`config.mk`:
```
export PLATFORM = sky130hd
export DESIGN_NAME = pr_skid_stage
export DESIGN_NICKNAME = d
export VERILOG_FILES = /design/src/rtl/pr_skid_stage.sv
export SDC_FILE = /design/constraint.sdc
export NUM_CORES = 1
export LEC_CHECK = 0
export CAP_MARGIN = 40
export CORE_ASPECT_RATIO = 1.2
export CORE_MARGIN = 1
export CORE_UTILIZATION = 35
export CTS_CLUSTER_SIZE = 16
export DETAILED_ROUTE_END_ITERATION = 16
export SLEW_MARGIN = 25
export SYNTH_ARGS = -nofsm -noshare
export SYNTH_HDL_FRONTEND = slang
export SYNTH_SLANG_ARGS = --single-unit
```
`constraint.sdc`:
```
create_clock -name clk_i -period 2.49 [get_ports clk_i]
set_input_delay 0.3735 -clock clk_i [delete_from_list [all_inputs] [get_ports clk_i]]
set_output_delay 0.3735 -clock clk_i [all_outputs]
set_load 0.01 [all_outputs]
```
`src/rtl/pr_skid_stage.sv`:
```
// pr_skid_stage
//   Pipeline register with a valid/ready handshake and a 2-entry skid buffer.
//   It can sit between any two core stages. in_ready_o is a flop output, so
//   there is no combinational path from out_ready_i back to the upstream
//   stage. The stage also supports flush, with optional payload clearing, and
//   keeps a saturating count of back-pressure cycles.
//
// Ports
//   clk_i        single clock, rising edge
//   rst_i        synchronous active-high reset
//   flush_i      drop held entries and any entry offered this cycle
//   in_valid_i   upstream offers in_data_i
//   in_ready_o   stage can accept (registered, state != FULL)
//   in_data_i    upstream payload [DATA_W]
//   out_valid_o  main register holds a valid entry
//   out_ready_i  downstream accepts out_data_o this cycle
//   out_data_o   main register payload [DATA_W]
//   bp_cnt_o     saturating count of out_valid & !out_ready cycles [CNT_W]
//   bp_clr_i     synchronous clear of bp_cnt_o
//
// state | meaning
// ------+-----------------------------------------------------------
// EMPTY | no entry held; out_valid=0, in_ready=1
// BUSY  | main holds the head entry; skid free; out_valid=1, in_ready=1
// FULL  | main holds the head, skid holds the second; in_ready=0

module pr_skid_stage #(
  parameter int unsigned DATA_W         = 96,
  parameter bit          CLEAR_ON_FLUSH = 1'b1,
  parameter int unsigned CNT_W          = 16
) (
  input  logic              clk_i,
  input  logic              rst_i,
  input  logic              flush_i,
  input  logic              in_valid_i,
  output logic              in_ready_o,
  input  logic [DATA_W-1:0] in_data_i,
  output logic              out_valid_o,
  input  logic              out_ready_i,
  output logic [DATA_W-1:0] out_data_o,
  output logic [CNT_W-1:0]  bp_cnt_o,
  input  logic              bp_clr_i
);

  typedef enum logic [1:0] {
    EMPTY = 2'b00,
    BUSY  = 2'b01,
    FULL  = 2'b10
  } state_t;

  localparam logic [CNT_W-1:0] CNT_MAX = {CNT_W{1'b1}};

  state_t              state_q, state_d;
  logic [DATA_W-1:0]   main_q, main_d;
  logic [DATA_W-1:0]   skid_q, skid_d;
  logic                out_valid_q, out_valid_d;
  logic                in_ready_q, in_ready_d;
  logic [CNT_W-1:0]    bp_cnt_q, bp_cnt_d;

  logic                stall;

  // Downstream is holding off a valid entry this cycle.
  assign stall = out_valid_q & ~out_ready_i;

  always_comb begin
    state_d = state_q;
    main_d  = main_q;
    skid_d  = skid_q;

    if (flush_i) begin
      // Whatever is offered or held this cycle is dropped. An output transfer
      // in the same cycle was already seen by downstream, so nothing else
      // is needed for it.
      state_d = EMPTY;
      if (CLEAR_ON_FLUSH) begin
        main_d = '0;
        skid_d = '0;
      end
    end else begin
      unique case (state_q)
        EMPTY: begin
          if (in_valid_i) begin
            main_d  = in_data_i;
            state_d = BUSY;
          end
        end
        BUSY: begin
          if (in_valid_i && out_ready_i) begin
            main_d = in_data_i;
          end else if (in_valid_i) begin
            skid_d  = in_data_i;
            state_d = FULL;
          end else if (out_ready_i) begin
            state_d = EMPTY;
          end
        end
        FULL: begin
          // in_ready is low here, so in_valid_i is not looked at.
          if (out_ready_i) begin
            main_d  = skid_q;
            state_d = BUSY;
          end
        end
        default: begin
          state_d = EMPTY;
        end
      endcase
    end

    // Handshake outputs are derived from the next state so that they are
    // plain flops, with no path from out_ready_i to in_ready_o.
    out_valid_d = (state_d != EMPTY);
    in_ready_d  = (state_d != FULL);

    // The counter saturates instead of wrapping. A clear takes priority over
    // a stall in the same cycle.
    bp_cnt_d = bp_cnt_q;
    if (bp_clr_i) begin
      bp_cnt_d = '0;
    end else if (stall && (bp_cnt_q != CNT_MAX)) begin
      bp_cnt_d = bp_cnt_q + CNT_W'(1);
    end
  end

  always_ff @(posedge clk_i) begin
    if (rst_i) begin
      state_q     <= EMPTY;
      main_q      <= '0;
      skid_q      <= '0;
      out_valid_q <= 1'b0;
      in_ready_q  <= 1'b1;
      bp_cnt_q    <= '0;
    end else begin
      state_q     <= state_d;
      main_q      <= main_d;
      skid_q      <= skid_d;
      out_valid_q <= out_valid_d;
      in_ready_q  <= in_ready_d;
      bp_cnt_q    <= bp_cnt_d;
    end
  end

  assign in_ready_o  = in_ready_q;
  assign out_valid_o = out_valid_q;
  assign out_data_o  = main_q;
  assign bp_cnt_o    = bp_cnt_q;

endmodule

```
==> impl_metrics.env, run 1 <==
export IMPL_tightestPinTransition_ns=0.652
export IMPL_final_nets=1264
export IMPL_path_cells="ha_1, nand4_1, nor4_4, buf_4, o21ai_0, a21oi_1"
export IMPL_grt_pass1_vias=7436
export IMPL_yosysTopAreaCell="dfxtp_1"
export IMPL_layout_drive_gt1_share_pct=9.50
export IMPL_cpPeakStageDelay_ns=0.55
export IMPL_startpoint_type="flop"
export IMPL_min_to="skid_q[71]"
export IMPL_die_x_microns=147
export IMPL_nFillCells=2381
export IMPL_die_area_sq_mm=0.0260
export IMPL_fin_setup_tns_ns=0
export IMPL_worstPathRequired_ns=2.93
export IMPL_whs_path_depth=3
export IMPL_fp_coreArea_sq_mm=0.0248
export IMPL_start_util_pct=35.8
export IMPL_grt_usage_pct=19.0
export IMPL_use_met2_pct=31.4
export IMPL_cts_tree="built"
export IMPL_crit_slowest_cell="nor4_4"
export IMPL_finalHoldViolCount=0
export IMPL_htreeDepth=1
export IMPL_min_path_type="input port to flop"
export IMPL_synthTopCellsByArea="dfxtp_1, mux2i_1, nand2_1"
export IMPL_cts_made_buffers=24
export IMPL_grt_overflow_total=0
export IMPL_postSynthCellCount=984
export IMPL_cap_violations=0
export IMPL_gp_congestion=0.780
export IMPL_ys_ff_latch=212
export IMPL_use_met3_pct=5.76
export IMPL_cts_resized=0
export IMPL_cts_hold_buffers=0
export IMPL_synth_edf_count=0
export IMPL_syn_nets=1087
export IMPL_multi_input_area_sq_mm=0.00424
export IMPL_postCtsSetupRepairBufs=0
export IMPL_regArea_sq_mm=0.00424
export IMPL_remaining_drc_errors=0
export IMPL_wire_per_inst_microns=16.7
export IMPL_power_density_mw_per_mm2=659
export IMPL_finalWirelength_mm=25.1
export IMPL_power_mw=8.03
export IMPL_synthArstFlopShare_pct=0
export IMPL_fmax_mhz=480
export IMPL_hp_start="in_data_i[71]"
export IMPL_clkLatencyLatePin_ns=0.52
export IMPL_r2r_end="bp_cnt_o[6]"
export IMPL_gr_usage_met1_pct=23.9
export IMPL_relSlewSlack_pct=56.4
export IMPL_grt_first_pass_wirelength_mm=40.1
export IMPL_synth_top_area_share_pct=47.9
export IMPL_numClockSinks=212
export IMPL_min_period_ns=2.08
export IMPL_place_inst=1460
export IMPL_setup_viol=0
export IMPL_grt_max_degree=83
export IMPL_via_per_inst=5.16
export IMPL_drtAntennaViolNets=0
export IMPL_cts_max_path_buffers=3
export IMPL_reg2reg_depth=6
export IMPL_leakagePower_nw=4.69
export IMPL_clock_skew_ns=0.00668
export IMPL_portBuffers=215
export IMPL_worst_ep_arrival_time_ns=2.53
export IMPL_worst_setup_path_type="flop to flop"
export IMPL_num_io_pins=216
export IMPL_drt_iter0_drc=396
export IMPL_vias=7767
export IMPL_ir_worst_vdd_v=0.000474
export IMPL_r2r_start="bp_cnt_o[0]"
export IMPL_place_detailed_hpwl_mm=15.6
export IMPL_layout_cells_non_filler=1505
export IMPL_status="completed"
export IMPL_ys_flop_type="dfxtp_1"
export IMPL_slew_viol_final=0
export IMPL_synth_cell_type_count=41
export IMPL_die_height_microns=176
export IMPL_reg2reg_slack_ns=0.41
export IMPL_syn_area_sq_mm=0.00886
export IMPL_first_pass_iters=4
export IMPL_clkTransAtPathRegs_ns=0.06
export IMPL_antenna_found_initial=1
export IMPL_yosysSeqAreaShare_pct=47.9
export IMPL_avgSynthCellArea_sq_um=9.00
export IMPL_syn_to_final_growth_pct=37.5
export IMPL_worst_setup_path_end_kind="flop"
export IMPL_min_period_over_period_pct=83.6
export IMPL_crit_fanout=9
export IMPL_rsz0062_at_grt="false"
export IMPL_core_rowCount=63
export IMPL_root_buffer="clkbuf_16"
export IMPL_top_usage_layer="met2"
export IMPL_startpoint="bp_cnt_o[0]"
export IMPL_yosysWarningCount=0
==> kinds of logic after synthesis <==
family | Yosys count | share of synthesized area (%)
adder cells (fa/ha/maj) | 1 | 0.141
flip-flops | 212 | 47.9
multiplexers | 99 | 11.2
buffers and inverters | 92 | 4.62
AND/OR/NAND/NOR | 357 | 18.1
AO/OA/AOI/OAI | 223 | 18.0
==> flip-flops by register name, summed over array words and instances, names as in the netlist <==
register and flops:
skid_q 96, out_data_o 96, out_valid_o 1, state_q 2, bp_cnt_o 16, in_ready_o 1
==> cell usage in the layout (no fill, tap or decap), types with 6 or more instances in the layout <==
cell             netlist  routed
nor2_1                10       8
a211oi_1              59      59
mux2i_1               99      99
buf_12                 0      12
a21oi_1              105     105
clkbuf_16              0      24
dfxtp_1              212     212
nor3_1               100     100
clkdlybuf4s50_1        0     215
nand2_1              203     203
buf_4                  8      11
nand4_1                7       7
nand3_1                6       6
clkinv_2               0       6
a211oi_2              38      38
o21ai_0                9       9
or3_1                  6       6
==> worst max path at each step <==
stage,end,cells after the start
global placement,skid_q[34],6
global route,bp_cnt_o[3],6
CTS,bp_cnt_o[4],6
floorplan,bp_cnt_o[9],6
detailed placement,skid_q[41],6
finish,bp_cnt_o[6],6
==> synth_stat cells, drive strengths merged, types with 2 or more instances <==
cell type / number
a211oi: 97
a21oi: 105
a311oi: 2
and4: 3
buf: 34
clkbuf: 53
dfxtp: 212
inv: 5
mux2i: 99
nand2: 203
nand2b: 4
nand3: 7
nand4: 7
nor2: 10
nor2b: 2
nor3: 100
nor4: 3
o211ai: 2
o21ai: 9
or2: 4
or3: 7
or4: 5
==> routing by layer <==
layer	wire [microns]	up-vias	part of all wire [%]
met5	0	-	0
met4	502	0	2.0
met3	1950	38	7.7
met2	11800	204	47
met1	10900	3672	43
li1	-	3853	-
==> critical path, delay by kind of cell, from the launching register on <==
| family | cells | cell delay, ns |
|---|---|---|
| flip-flops | 1 | 0.43 |
| AO/OA/AOI/OAI | 2 | 0.23 |
| buffers and inverters | 1 | 0.24 |
| AND/OR/NAND/NOR | 2 | 0.85 |
| adder cells (fa/ha/maj) | 1 | 0.25 |
==> cell type report <==
class / instances / area share, %
Timing Repair Buffer: 238 / 20.3
Tap cell: 325 / 3.34
Clock buffer: 33 / 5.54
Antenna cell: 1 / 0.0205
Multi-Input combinational cell: 680 / 34.8
Clock inverter: 11 / 0.997
Inverter: 5 / 0.154
Sequential cell: 212 / 34.8
==> stage by stage <==
stage               utilization (%)  instance area [sq um]  hold WS (ns)  worst slack [ns]
detailed placement             46.0                  11400         0.446             0.208
finish                         49.2                  12200         0.430             0.407
global route                   49.2                  12200         0.435             0.210
global placement               46.0                  11400         0.441             0.248
CTS                            49.2                  12200         0.415             0.441
floorplan                         -                   8860         0.436             0.643
==> where the power goes <==
part | leakage (nW) | total, mW | switching (mW) | internal (mW)
logic | 2.58 | 0.941 | 0.472 | 0.469
registers | 1.72 | 3.55 | 0.0567 | 3.49
clock network | 0.389 | 3.54 | 1.43 | 2.11
total | 4.69 | 8.03 | 1.96 | 6.07
Note: power is estimated with default switching activity, not from simulation.
==> run 2, diff against run 1 <==
Clock period 2.49 ns to 1.86 ns, I/O delays scaled along.
==> run 2 against run 1 <==
Count of clock-buffer cells in the layout shrank 3. Combinational power grew 38%. Clock power grew 30%. Routed wire length shrank 1.2%. Critical path type is now flop to primary output. Via count grew 1.2%. Largest cell class unchanged.
==> impl_metrics.env, run 2 (synthesis gave the netlist of run 1 again) <==
export IMPL_status="completed"
export IMPL_start_util_pct=35.8
export IMPL_power_density_mw_per_mm2=858
export IMPL_mostFrequentLayoutCell="clkdlybuf4s50_1"
export IMPL_ir_worst_vdd_v=0.000572
export IMPL_die_x_microns=147
export IMPL_startpoint="bp_cnt_o[1]"
export IMPL_multi_input_area_sq_mm=0.00424
export IMPL_worst_ep_arrival_time_ns=1.52
export IMPL_r2r_start="bp_cnt_o[8]"
export IMPL_grt_pass1_vias=7583
export IMPL_grt_overflow_total=0
export IMPL_vias=7864
export IMPL_clkLatencyLatePin_ns=0.51
export IMPL_layout_common_cells="clkdlybuf4s50_1, nand2_1, dfxtp_1"
export IMPL_fin_setup_tns_ns=0
export IMPL_layout_drive_gt1_share_pct=11.9
export IMPL_cts_hold_buffers=0
export IMPL_top_usage_layer="met2"
export IMPL_worst_setup_path_end_kind="primary output"
export IMPL_regArea_sq_mm=0.00426
export IMPL_grt_max_degree=98
export IMPL_pwr_share_clk_pct=43.3
export IMPL_final_area_sq_mm=0.0124
export IMPL_diodes=0
export IMPL_portBuffers=215
export IMPL_leakagePower_nw=4.89
export IMPL_p_sw_share_pct=24.2
export IMPL_finalHoldViolCount=0
export IMPL_first_pass_iters=4
export IMPL_setup_viol=0
export IMPL_worstPathRequired_ns=1.58
export IMPL_crit_fanout=5
export IMPL_via_per_inst=5.15
export IMPL_pwr_share_comb_pct=12.2
export IMPL_gp_congestion=0.792
export IMPL_remaining_drc_errors=0
export IMPL_gr_usage_met1_pct=23.5
export IMPL_tightestPinTransition_ns=0.446
export IMPL_die_area_sq_mm=0.0260
export IMPL_place_detailed_hpwl_mm=15.8
export IMPL_placed_cell_area_sq_mm=0.0116
export IMPL_min_period_over_period_pct=96.6
export IMPL_path_cells="buf_4, clkdlybuf4s50_1"
export IMPL_netSwitchingPower_mw=2.58
export IMPL_drtAntennaViolNets=0
export IMPL_grt_first_pass_wirelength_mm=40.2
export IMPL_htreeDepth=1
export IMPL_drt_iter0_drc=406
export IMPL_p_int_mw=8.08
export IMPL_min_path_type="input port to flop"
export IMPL_cap_violations=0
export IMPL_startpoint_type="flop"
export IMPL_clkTransAtPathRegs_ns=0.06
export IMPL_wire_per_inst_microns=16.3
export IMPL_numClockSinks=212
export IMPL_cts_tree="built"
export IMPL_grt_usage_pct=19.0
export IMPL_fp_coreArea_sq_mm=0.0248
export IMPL_crit_slowest_cell="clkdlybuf4s50_1"
export IMPL_cpPeakStageDelay_ns=0.53
export IMPL_relSlewSlack_pct=70.3
export IMPL_num_io_pins=216
export IMPL_cpLargestDelayFamily="buffers and inverters"
export IMPL_min_period_ns=1.80
export IMPL_clock_skew_ns=0.0124
export IMPL_rsz0062_at_grt="false"
export IMPL_fmax_mhz=557
export IMPL_cts_max_path_buffers=3
export IMPL_root_buffer="clkbuf_16"
export IMPL_pwr_share_seq_pct=44.6
export IMPL_final_nets=1287
export IMPL_die_height_microns=176
export IMPL_syn_to_final_growth_pct=40.1
export IMPL_slew_viol_final=0
export IMPL_cts_made_buffers=23
export IMPL_nFillCells=2372
export IMPL_worst_setup_path_type="flop to primary output"
export IMPL_antenna_found_initial=0
export IMPL_finalWirelength_mm=24.8
export IMPL_reg2reg_slack_ns=0.18
export IMPL_core_rowCount=63
export IMPL_use_met2_pct=32.0
export IMPL_use_met3_pct=5.43
export IMPL_cp_num_buf_inv=2
export IMPL_hp_start="in_data_i[85]"
-- run 2: cell types whose count changed in the layout (fill, tap and decap cells not counted), sizes merged --
cell,change
clkbuf,-3
inv,+1
diode,-1
clkdlybuf4s50,-4
buf,+24
bufinv,+1
dlymetal6s2s,+4
clkinv,-1
-- run 2: metrics by stage --
stage	hold WS (ns)	setup slack, ns	power [mW]	std cells	utilization, %
final	0.343	0.0639	10.7	1526	50.2
after global routing	0.346	0.000918	11.1	1526	50.2
after CTS	0.324	0.00366	10.8	1525	50.0
after detailed placement	0.446	-0.241	6.16	1483	47.0
after global placement	0.440	-0.209	6.15	1483	47.0
after floorplan	0.410	0.0133	5.44	984	-
-- run 2: final cells by class --
class	instances	share of cell area [%]
clock buffer	30	4.93
sequential	212	34.3
inverter	5	0.151
multi-input combinational	680	34.1
tap	325	3.28
timing repair buffer	262	22.1
clock inverter	12	1.16
-- run 2: what timing repair did --
| item | in CTS | in global routing |
|---|---|---|
| gates resized for setup | 2 | 12 |
| buffers inserted | 0 | 1 |
| pin swaps | 0 | 1 |
| setup endpoints to repair | 2 | 14 |
-- run 2: power by group through the flow --
stage                     combinational [mW]  sequential [mW]  clock [mW]
final                                   1.30             4.75        4.61
after global routing                    1.41             4.76        4.94
after CTS                               1.32             4.75        4.76
after detailed placement                1.31             4.85           0
after global placement                  1.30             4.85           0
after floorplan                        0.550             4.89           0
-- run 2: worst register-to-register path, cell delays in order (launching register included) --
cell and delay, ns:
dfxtp_1 0.41, nand3_1 0.14, or3_4 0.37, or4_1 0.52
o211a_1 0.13
-- run 2: per-layer routing --
metal	routed length, microns	part of all wire, %
met1	10600	43
met2	11900	48
met3	1840	7.4
met4	512	2.1
met5	0	0
-- run 2: worst paths after layout --
path / to / depth (start not counted)
worst min-delay path: skid_q[85] / 3
worst max-delay path: bp_cnt_o[1] / 2
worst min register to register: skid_q[68] / 2
worst max register to register: bp_cnt_o[13] / 4
